--- config.mk ---
export PLATFORM = sky130hd
export DESIGN_NAME = div_ctrl
export DESIGN_NICKNAME = d
export VERILOG_FILES = /design/src/rtl/div_ctrl.sv
export SDC_FILE = /design/constraint.sdc
export NUM_CORES = 1
export LEC_CHECK = 0
export CORE_MARGIN = 8
export CORE_UTILIZATION = 35
export CTS_CLUSTER_DIAMETER = 200
export DETAILED_ROUTE_END_ITERATION = 10
export PLACE_DENSITY_LB_ADDON = 0.2
export SLEW_MARGIN = 0
export SYNTH_ARGS = -nofsm -noshare
export SYNTH_HDL_FRONTEND = slang
export SYNTH_SLANG_ARGS = --single-unit
--- constraint.sdc ---
create_clock -name clk -period 10.2 [get_ports clk]
set_clock_uncertainty 0.2 [all_clocks]
set_input_delay 2.55 -clock clk [delete_from_list [all_inputs] [get_ports clk]]
set_output_delay 2.55 -clock clk [all_outputs]
set_load 0.02 [all_outputs]
--- src/rtl/div_ctrl.sv ---
// Execute-stage sequencer for the multicycle 64-bit divider (RV64M DIV/DIVU/REM/REMU and W forms).
// Prepares operands, handles divide-by-zero/overflow locally, and drives the divider handshake.
module div_ctrl #(
    parameter int unsigned TIMEOUT = 127
) (
    input  logic        clk,
    input  logic        rst,
    input  logic        req_valid,
    input  logic [2:0]  funct3,
    input  logic        is_word,
    input  logic [63:0] rs1,
    input  logic [63:0] rs2,
    input  logic        flush,
    output logic        stall,
    output logic        result_valid,
    output logic [63:0] result,
    output logic        div_err,
    output logic        div_start,
    output logic        div_signed_dividend,
    output logic        div_signed_divisor,
    output logic [63:0] div_dividend,
    output logic [63:0] div_divisor,
    input  logic [63:0] div_quotient,
    input  logic [63:0] div_remainder,
    input  logic        div_ready
);

    localparam int unsigned CW = $clog2(TIMEOUT + 1);

    typedef enum logic [1:0] {IDLE, RUN, DONE} state_t;

    state_t        state_q, state_d;
    logic [CW-1:0] cnt_q, cnt_d;
    logic [63:0]   dividend_q, dividend_d;
    logic [63:0]   divisor_q, divisor_d;
    logic          signed_q, signed_d;
    logic          rem_sel_q, rem_sel_d;
    logic          word_q, word_d;
    logic [63:0]   result_q, result_d;
    logic          valid_q, valid_d;
    logic          err_q, err_d;

    logic          sgn;
    logic [63:0]   opa, opb, min_neg;
    logic          div_zero, ovf;
    logic          unused_f3;

    // funct3[2] is always set for divide ops; only bits [1:0] carry meaning here
    assign unused_f3 = funct3[2];

    function automatic logic [63:0] finish_val(input logic [63:0] v, input logic w);
        return w ? {{32{v[31]}}, v[31:0]} : v;
    endfunction

    always_comb begin
        sgn     = ~funct3[0];
        opa     = rs1;
        opb     = rs2;
        if (is_word) begin
            opa = {{32{sgn & rs1[31]}}, rs1[31:0]};
            opb = {{32{sgn & rs2[31]}}, rs2[31:0]};
        end
        min_neg  = is_word ? {{33{1'b1}}, 31'b0} : {1'b1, 63'b0};
        div_zero = (opb == '0);
        ovf      = sgn && (opb == '1) && (opa == min_neg);
    end

    always_comb begin
        state_d    = state_q;
        cnt_d      = cnt_q;
        dividend_d = dividend_q;
        divisor_d  = divisor_q;
        signed_d   = signed_q;
        rem_sel_d  = rem_sel_q;
        word_d     = word_q;
        result_d   = result_q;
        valid_d    = 1'b0;
        err_d      = 1'b0;
        case (state_q)
            IDLE: begin
                if (req_valid && !flush) begin
                    dividend_d = opa;
                    divisor_d  = opb;
                    signed_d   = sgn;
                    rem_sel_d  = funct3[1];
                    word_d     = is_word;
                    if (div_zero || ovf) begin
                        // Zero divisor: q = all ones, r = dividend; overflow: q = dividend, r = 0
                        state_d  = DONE;
                        valid_d  = 1'b1;
                        result_d = finish_val(funct3[1] ? (div_zero ? opa : '0)
                                                        : (div_zero ? '1 : opa), is_word);
                    end else begin
                        state_d = RUN;
                        cnt_d   = '0;
                    end
                end
            end
            RUN: begin
                if (flush) begin
                    state_d = IDLE;
                end else if (div_ready) begin
                    state_d  = DONE;
                    valid_d  = 1'b1;
                    result_d = finish_val(rem_sel_q ? div_remainder : div_quotient, word_q);
                end else if (cnt_q == CW'(TIMEOUT)) begin
                    state_d  = DONE;
                    valid_d  = 1'b1;
                    err_d    = 1'b1;
                    result_d = '0;
                end else begin
                    cnt_d = cnt_q + CW'(1);
                end
            end
            DONE: state_d = IDLE;
            default: state_d = IDLE;
        endcase
    end

    always_ff @(posedge clk or posedge rst) begin
        if (rst) begin
            state_q    <= IDLE;
            cnt_q      <= '0;
            dividend_q <= '0;
            divisor_q  <= '0;
            signed_q   <= 1'b0;
            rem_sel_q  <= 1'b0;
            word_q     <= 1'b0;
            result_q   <= '0;
            valid_q    <= 1'b0;
            err_q      <= 1'b0;
        end else begin
            state_q    <= state_d;
            cnt_q      <= cnt_d;
            dividend_q <= dividend_d;
            divisor_q  <= divisor_d;
            signed_q   <= signed_d;
            rem_sel_q  <= rem_sel_d;
            word_q     <= word_d;
            result_q   <= result_d;
            valid_q    <= valid_d;
            err_q      <= err_d;
        end
    end

    assign stall               = (state_q == RUN) | ((state_q == IDLE) & req_valid & ~flush);
    assign div_start           = (state_q == RUN);
    assign div_signed_dividend = signed_q;
    assign div_signed_divisor  = signed_q;
    assign div_dividend        = dividend_q;
    assign div_divisor         = divisor_q;
    assign result              = result_q;
    assign result_valid        = valid_q;
    assign div_err             = err_q;

endmodule

== After elaboration in Yosys (flattened, before gate mapping) ==
Cells that the tools add are included.

* Equal/unequal tests: 12
* Bitwise gates (word level): 7
* Reductions and logical operators: 12
* Mux-type cells: 36
* Add/sub/neg operators: 1

{| class="wikitable"
|+ Operator list
! kind !! count
|-
| two-way mux 64 bit || 13
|-
| one-hot mux 64 bit (2 select lines) || 1
|-
| equality test 64 bit || 1
|-
| equality test 64 bit, second input constant || 1
|-
| logical NOT 64 bit || 1
|-
| two-way mux 63 bit || 1
|-
| two-way mux 7 bit || 5
|-
| one-hot mux 7 bit (2 select lines) || 1
|-
| != test 2 bit, second input constant || 6
|-
| two-way mux 2 bit || 5
|-
| two-way mux 1 bit || 8
|-
| adder 7 x 1 -> 7 bit, second input constant || 1
|-
| equality test 7 bit, second input constant || 1
|-
| AND reduction 6 bit || 1
|-
| AND reduction 5 bit || 1
|-
| bitwise AND 1 bit || 4
|-
| != test 4 x 2 -> 1 bit, second input constant || 1
|-
| one-hot mux 2 bit (2 select lines) || 1
|-
| AND reduction 2 bit || 2
|-
| logical AND 1 bit || 3
|-
| != test 3 x 1 -> 1 bit, second input constant || 1
|-
| equality test 2 x 1 -> 1 bit, second input constant || 1
|-
| logical NOT 2 bit || 1
|-
| NOT 1 bit || 2
|-
| 5 further kinds || 5
|}

* Logic and storage cells: 78
* Register bits after elaboration: 206

== Longest topological paths before layout ==
Gate-level depths: netlist of run 1.

* Depth in word-level cells: 10
* Gate-level depth with buffers: 9
* Depth with buffers taken out: 7

== Worst setup path before layout of run 1 ==
Ideal clock, no wire load.

* Path kind: input-to-output
* From: input flush
* To: output stall
* Buffers on the path: 3
* Arrival: 3.879 ns
* Cell stages on the path: 5
* Slack: 3.571 ns
* Data required time: 7.450 ns
* Path through: or4b_2 -> clkbuf_1 -> clkbuf_1 -> clkbuf_1 -> nand2_1

* Cells in the longest elaborated chain, start to end: 3

{| class="wikitable"
|+ RTL lines
! what !! RTL line !! RTL
|-
| from (decl) || 13 || <nowiki>input logic flush,</nowiki>
|-
| NOT 1 bit || 146 || <nowiki>assign stall = (state_q == RUN) | ((state_q == IDLE) & req_valid & ~flush);</nowiki>
|-
| bitwise AND 1 bit || 146 ||
|-
| bitwise OR 1 bit || 146 ||
|-
| to (decl) || 14 || <nowiki>output logic stall,</nowiki>
|}

Every way passes these cells.

== Final worst setup path of run 1 ==
Same ends and word-level chain as after synthesis.

==> results, run 1 <==
- Total power for the finished layout comes to about 3.2 mW.
- The startpoint type of the worst setup path is a primary input.
- The area of the core is 29600 µm².
- The type of destination of the critical path is a primary output.
- The critical path contains buffers and inverters numbering 2 combined.
- Leaving out fill and tap cells, the most frequent cells in the layout are clkdlybuf4s50_1, dfrtp_1, nand2_1.
- IR analysis of the VDD net gives a maximum drop of 94.4 µV.
- The signal on the critical path passes through clkdlybuf4s50_1, or4b_4, nand2_1, clkdlybuf4s50_1.
- Along the worst path, the maximum fanout reaches between 70 and 80.
- The layout net count is about 1700.
- The routed wirelength normalized by instance count is between 20 and 25 µm.
- The delay of the slowest cell on the worst path is ~0.82 ns.
- The worst-case clock buffer depth is 3.
- The beginning of the worst hold path is div_divisor[22].
- The congestion estimate from routability-driven global placement came to 0.868.
- Global routing consumed, over all layers together, between 20% and 30% of the routing resources.
- The remaining max-slew budget at the tightest pin is 31.9%.
- The mean post-synth cell area is between 10 and 15 µm².
- The final-layout setup total negative slack is 0 ns.
- Clock-pin slew was measured on the worst setup and hold paths at 0.06 ns.
- The flow ran to the end, and the final reports show no timing, DRC or antenna violations.
- The worst setup path startpoint is flush.
- The post-route DRC violation count is 0.
- Setup repair after global routing left no endpoint under its margin.
- Entering global routing, the biggest net connects 99 pins.
- In this run the clock root is driven by a clkbuf_16.
- The number of nets with antenna violations after detailed routing is 0.
- Once the floorplan was initialized, standard cells occupied 35.4% of the core.
- Yosys printed 0 warnings.
- Post-CTS repair changed the size of 0 cells.
- The number of antenna violations at the first check in global routing came to 1.
- The die is 189 µm tall.
- The worst reg-to-reg path cell count is 6.
- The worst min-delay path category is register to register.
- Wires add up to approximately 42 mm.
- The achievable clock frequency is between 0.1 and 0.15 GHz.
- The number of endpoints with negative hold slack in the final report is 0.
- The unique cell type count in the Yosys netlist is between 50 and 60.
- The final number of setup-violating endpoints is 0.
- STA puts the critical path data required time at 7.45 ns.
- The synthesized net count is about 1300.
- The total number of vias is 9813.
- The deepest level of the CTS H-tree is 1.
- The hold-critical path depth is 2.
- The period utilization is 72.6%.
- The total overflow left after global routing is 0.
- The share of post-route cells with drive strength above 1 is 9.04%.
- The synthesized cell area is 10500 µm².
- The share of the yosys chip area belonging to registers is 49.3%.
- Broken down by cell family, the worst path's largest delay share belongs to buffers and inverters.
- The register-to-register path setup slack is approximately 6.7 ns.
- Summed over all nets, the half-perimeter wirelength after detailed placement is around 31 mm.
- The die area is 35700 µm².
- The number of top-level pins is approximately 460.
- The die extent in x is roughly 190 µm.
- Input and output buffers added on the ports amount to roughly 460.
- After clock tree synthesis, the setup repair step added 0 buffers.
- The arrival time of data at the critical path endpoint is about 4.7 ns.
- The cell type with the highest occurrence count on the critical path is clkdlybuf4s50_1.
- The leading area contributor after synthesis is dfrtp_1.
- The power density over cell area is 198 nW/µm².
- The total of fill cells in the finished design is roughly 2700.
- The layout overhead on the synthesized area is 54.9%.
- The library cell used most frequently in the layout, excluding fill and tap cells, is clkdlybuf4s50_1.
- The number of clock buffers inserted by TritonCTS is 25.
- At the pin with the least slew margin, the transition time is ~1.0 ns.
- The count of routing violations after the opening detailed-route iteration is between 500 and 600.
- For hold timing, the worst endpoint is div_divisor[22].
- The number of global-route vias before repair is approximately 10000.
- The number of max-slew violations in the final report was 0.
- The launch point of the worst reg-to-reg path is state_q[0].
- Synthesis inferred 206 register bits.
- The placed instance area is roughly 15000 µm².
- The analysis attributes to cell leakage a power of 6.83 nW.
- The number of iterations in the first detailed-routing pass is 6.
- The clock insertion delay at the later pin of the skew report is 0.52 ns.
- The TritonCTS clock tree is built.
- The number of sinks driven by the clock tree is a little over 200.
- The endpoint identified for the worst register-to-register timing path is result[21].
- The slowest cell on the critical path is or4b_4.
- The repair_antennas step left the layout with diodes totalling 0.
- The post-route minimum period is 7.41 ns.
- After detailed routing, the number of vias per cell comes to 5.27.
- The finished cells cover roughly 16000 µm².
- The cell count after synthesis came out at 1033.
- The path type of the worst setup path is primary input to primary output.
- The first-pass GRT wire length is about 64 mm.
- The total of max-cap violations is 0.
- The cts-stage hold buffer count is 0.
- The area share of the leading cell type in the synthesized netlist is approximately 49%.
- Ranked by total cell area, the synthesized netlist is headed by dfrtp_1, mux2_4, nand2_1.
- The initialized floorplan defines 63 standard-cell rows.
## per-layer routing
layer | GRT usage (%) | up-vias | wire [µm]
met5 | 0 | - | 9
met4 | 5.86 | 2 | 1000
met3 | 7.52 | 52 | 3860
met2 | 38.5 | 417 | 20600
met1 | 27.7 | 4763 | 16900
li1 | - | 4579 | -
## state kept, by name (all words and copies together) (netlist names)
name                 cells
div_divisor             64
word_q                   1
rem_sel_q                1
div_dividend            64
cnt_q                    7
div_signed_dividend      1
div_err                  1
result                  64
state_q                  2
result_valid             1
## cell type report
cell class                      instances  area, µm²  share of cell area, %
Inverter                               41        161                  0.997
Clock inverter                         12        196                   1.21
Multi-Input combinational cell        702       4760                   29.4
Sequential cell                       206       5160                   31.9
Clock buffer                           33        696                   4.30
Tap cell                              390        488                   3.01
Timing Repair Buffer                  477       4730                   29.2
## metrics by stage
step                      instances  utilization, %  hold slack, ns  setup WS, ns
after floorplan                1033               -           0.279          1.83
after global placement         1816            51.8           0.260          2.79
after detailed placement       1816            51.8           0.262          2.78
after CTS                      1861            54.8           0.277          2.78
after global routing           1861            54.8           0.303          2.72
final                          1861            54.8           0.273          2.79
## worst min-delay path, cell delays in order (launching register included)
cell     delay (ns)
dfrtp_1        0.34
nand2_1        0.05
nand2_1        0.06
## worst max path at each step
stage	slack [ns]	endpoint	depth (start not counted)
after floorplan	1.83	cnt_q[0]	1
after global placement	2.79	stall	4
after detailed placement	2.78	stall	4
after CTS	2.78	stall	4
after global routing	2.72	stall	4
final	2.79	stall	4
## power breakdown
part / internal [mW] / switching [mW] / total, mW
logic: 0.560 / 0.563 / 1.12
registers: 0.993 / 0.119 / 1.11
clock network: 0.606 / 0.360 / 0.966
total: 2.16 / 1.04 / 3.20
## synthesized netlist by cell type, drive strengths merged
cell type and number:
o211ai 1, inv 40, nor4 28, dfrtp 206, clkinv 1, ha 1, o41a 1, and3 1
clkbuf 70, a211oi 33, or4 6, a31oi 3, nand4b 3, o21bai 1, nor3 5, nand3 6
nor3b 1, nor2b 65, o31ai 2, and3b 1, o31a 1, mux2 64, a41oi 1, mux2i 34
nand4 17, o21ai 73, nor2 37, a21oi 33, o22ai 1, o221ai 64, o22a 32, and2 1
nand2b 1, buf 14, a31o 1, or4b 2, nor4b 4, nand2 172, and4 2, nand4bb 1
a21o 3
## cells by family after synthesis
| family | Yosys count | share of synthesized area (%) |
|---|---|---|
| simple gates | 353 | 16.5 |
| compound gates | 250 | 16.6 |
| flops | 206 | 49.3 |
| buf+inv | 125 | 5.53 |
| mux | 98 | 11.9 |
| fa+ha+maj | 1 | 0.120 |
Power figures use the tool's default switching activity.
==> inputs of run 2 (changes only) <==
==> constraint.sdc (replaced) <==
create_clock -name clk -period 6.28 [get_ports clk]
set_clock_uncertainty 0.2 [all_clocks]
set_input_delay 1.57 -clock clk [delete_from_list [all_inputs] [get_ports clk]]
set_output_delay 1.57 -clock clk [all_outputs]
set_load 0.02 [all_outputs]
==> results, run 2 (same netlist as run 1, synthesis figures left out) <==
- Status: completed (unchanged).
- The post-CTS setup buffer count is 0 (unchanged).
- The met3 global-route usage is 7.01% (was 7.52%).
- The first-pass GRT wire length is 62.5 mm (was 63.9 mm).
- The number of max-slew violations in the final report is 0 (unchanged).
- The share of post-route cells with drive strength above 1 is 8.70% (was 9.04%).
- The worst slack on hold paths came to 0.275 ns (was 0.273 ns).
- The total of fill cells in the finished design is 2699 (was 2663).
- The startpoint type of the worst setup path was a primary input (unchanged).
- In the finished design, the share of the clock period the worst path needs comes to between 80% and 90%.
- The number of global-route vias before repair is 10200 (was 10300).
- RSZ-0062 raised after global routing: no (unchanged).
- The final-layout setup total negative slack was 0 ns (unchanged).
- The detailed-route wire length is 42.1 mm (was 42.3 mm).
- The worst reg-to-reg path cell count is 6 (unchanged).
- The number of clock buffers inserted by TritonCTS came to 25 (unchanged).
- The area of the core is 29600 µm² (unchanged).
- The total number of vias is 9756 (was 9813).
- The total of max-cap violations came to 0 (unchanged).
- The number of top-level pins is 463 (unchanged).
- The number of nets with antenna violations after detailed routing was 0 (unchanged).
- The number of standard-cell rows in the floorplan was 63 (unchanged).
- The height of the chip is 189 µm (unchanged).
- The worst reg2reg path endpoint is result[22] (was result[21]).
- Leading cell types in the layout, fill and taps excluded: clkdlybuf4s50_1, dfrtp_1, nand2_1 (unchanged).
- The remaining global-route overflow was 0 (unchanged).
- The type of destination of the critical path is a primary output (unchanged).
- The register-to-register path setup slack is 3.20 ns (was 6.66 ns).
- The worst min-delay path category was register to register (unchanged).
- The launch point of the worst reg-to-reg path is state_q[0] (unchanged).
- The transition time at the pin with the least slew margin was 0.975 ns (was 1.02 ns).
- The die extent in x was 189 µm (unchanged).
- The routed wirelength normalized by instance count is 22.6 µm (was 22.7 µm).
- The cts-stage hold buffer count is 0 (unchanged).
- The detailed-route vias per instance is 5.23 (was 5.27).
- The HPWL after detailed placement came to 31.3 mm (was 31.5 mm).
- The hold-critical path depth is 2 (unchanged).
- The global-route usage over all layers is 22.4% (was 22.8%).
- The beginning of the worst hold path is div_divisor[52] (was div_divisor[22]).
- The clock root buffer is clkbuf_16 (unchanged).
- The count of routing violations after the opening detailed-route iteration came to 461 (was 521).
- The post-route DRC violation count came to 0 (unchanged).
- The global-route track usage on met1 is 26.7% (was 27.7%).
- The clock insertion delay at the later pin of the skew report came to 0.52 ns (about the same).
- The clock-pin slew on the worst setup and hold paths was 0.06 ns (about the same).
- The path type of the worst setup path is primary input to primary output (unchanged).
- The post-route minimum period is 5.07 ns.
- The number of I/O port buffers was 461 (unchanged).
- The number of gates given a new drive strength after cts is 0 (unchanged).
- The worst-case clock buffer depth is 3 (unchanged).
- The end point of the most critical hold path is div_divisor[52] (was div_divisor[22]).
- The critical-path maximum fanout is 4 (was 72).
- The global placer's final weighted congestion was 0.858 (was 0.868).
- The final number of setup-violating endpoints is 0 (unchanged).
- The number of iterations in the first detailed-routing pass is 5 (was 6).
- The remaining max-slew budget at the tightest pin is 35.0% (was 31.9%).
- The number of antenna violations at the first check in global routing is 3 (was 1).
- Based on the critical path, the design can be clocked at up to ~0.20 GHz.
- The busiest layer in global routing is met2 (unchanged).
- The layout net count is 1721 (was 1719).
- The worst path required time is 4.51 ns (was 7.45 ns).
- The layout overhead on the synthesized area came to 54.2% (was 54.9%).
- The power density over cell area is 308 nW/µm² (was 198 nW/µm²).
- The number of endpoints with negative hold slack in the final report is 0 (unchanged).
- The deepest level of the CTS H-tree is 1 (unchanged).
- The arrival time of data at the critical path endpoint was 3.30 ns (was 4.66 ns).
- The number of sinks driven by the clock tree is 206 (unchanged).
- The die area was 35700 µm² (unchanged).
- The TritonCTS clock tree was built (unchanged).
- The leakage power summed over all cells is 6.78 nW (was 6.83 nW).
- The most common cell after layout, fill and taps aside is clkdlybuf4s50_1 (unchanged).
- The peak ir drop on the vdd network is 198 µV (was 94.4 µV).
- The pin count of the biggest net entering global routing is 111 (was 99).
- The initial core utilization was 35.4% (unchanged).
- The met2 demand-to-capacity share in global routing was 38.0% (was 38.5%).
## run 2: cell count changes in the layout (fill, tap and decap cells not counted)
cell and change:
buf_4 -2, bufinv_16 -5, inv_6 +1, clkinv_2 -2
clkbuf_1 +5, diode_2 +4, buf_12 +4, inv_8 -1
clkinv_4 -2, clkinvlp_4 +2
## run 2: per-layer routing
layer	vias to the layer above	share of wire [%]
li1	4572	-
met1	4757	40
met2	358	49
met3	69	8.3
met4	0	3.4
met5	-	0
## run 2: power by group
part           switching, mW  leakage, nW  internal, mW
registers              0.189         2.59          1.61
logic                  0.915         3.83         0.912
clock network          0.563        0.365         0.781
total                   1.67         6.78          3.31
## run 2: worst max-delay path, cell delays in order
cell,delay (ns)
clkdlybuf4s50_1,0.48
or4b_4,0.52
nand2_1,0.09
clkdlybuf4s50_1,0.64
## run 2: layout make-up
| type | count | area (µm²) | share of cell area, % |
|---|---|---|---|
| antenna | 4 | 10.0 | 0.0621 |
| clock buffer | 38 | 714 | 4.43 |
| clock inverter | 5 | 35.0 | 0.217 |
| inverter | 41 | 158 | 0.978 |
| multi-input combinational | 702 | 4760 | 29.5 |
| sequential | 206 | 5160 | 32.0 |
| tap | 390 | 488 | 3.03 |
| timing repair buffer | 479 | 4800 | 29.8 |
## run 2: worst max-delay path by stage
stage / startpoint / cells after the start / end
after floorplan: flush / 5 / stall
after global routing: flush / 4 / stall
after CTS: flush / 4 / stall
after detailed placement: rs1[22] / 8 / result[22]
final: flush / 4 / stall
after global placement: rs1[22] / 8 / result[22]
## run 2: stage by stage
| stage | util, % | setup WS (ns) | instances | total power, mW | area, µm² |
|---|---|---|---|---|---|
| after floorplan | - | 1.61 | 1033 | 2.67 | 10500 |
| after global placement | 52.0 | 1.17 | 1818 | 3.64 | 15400 |
| after detailed placement | 52.0 | 1.16 | 1818 | 3.65 | 15400 |
| after CTS | 54.5 | 1.20 | 1861 | 5.03 | 16100 |
| after global routing | 54.5 | 1.15 | 1864 | 5.20 | 16100 |
| final | 54.5 | 1.21 | 1865 | 4.97 | 16100 |
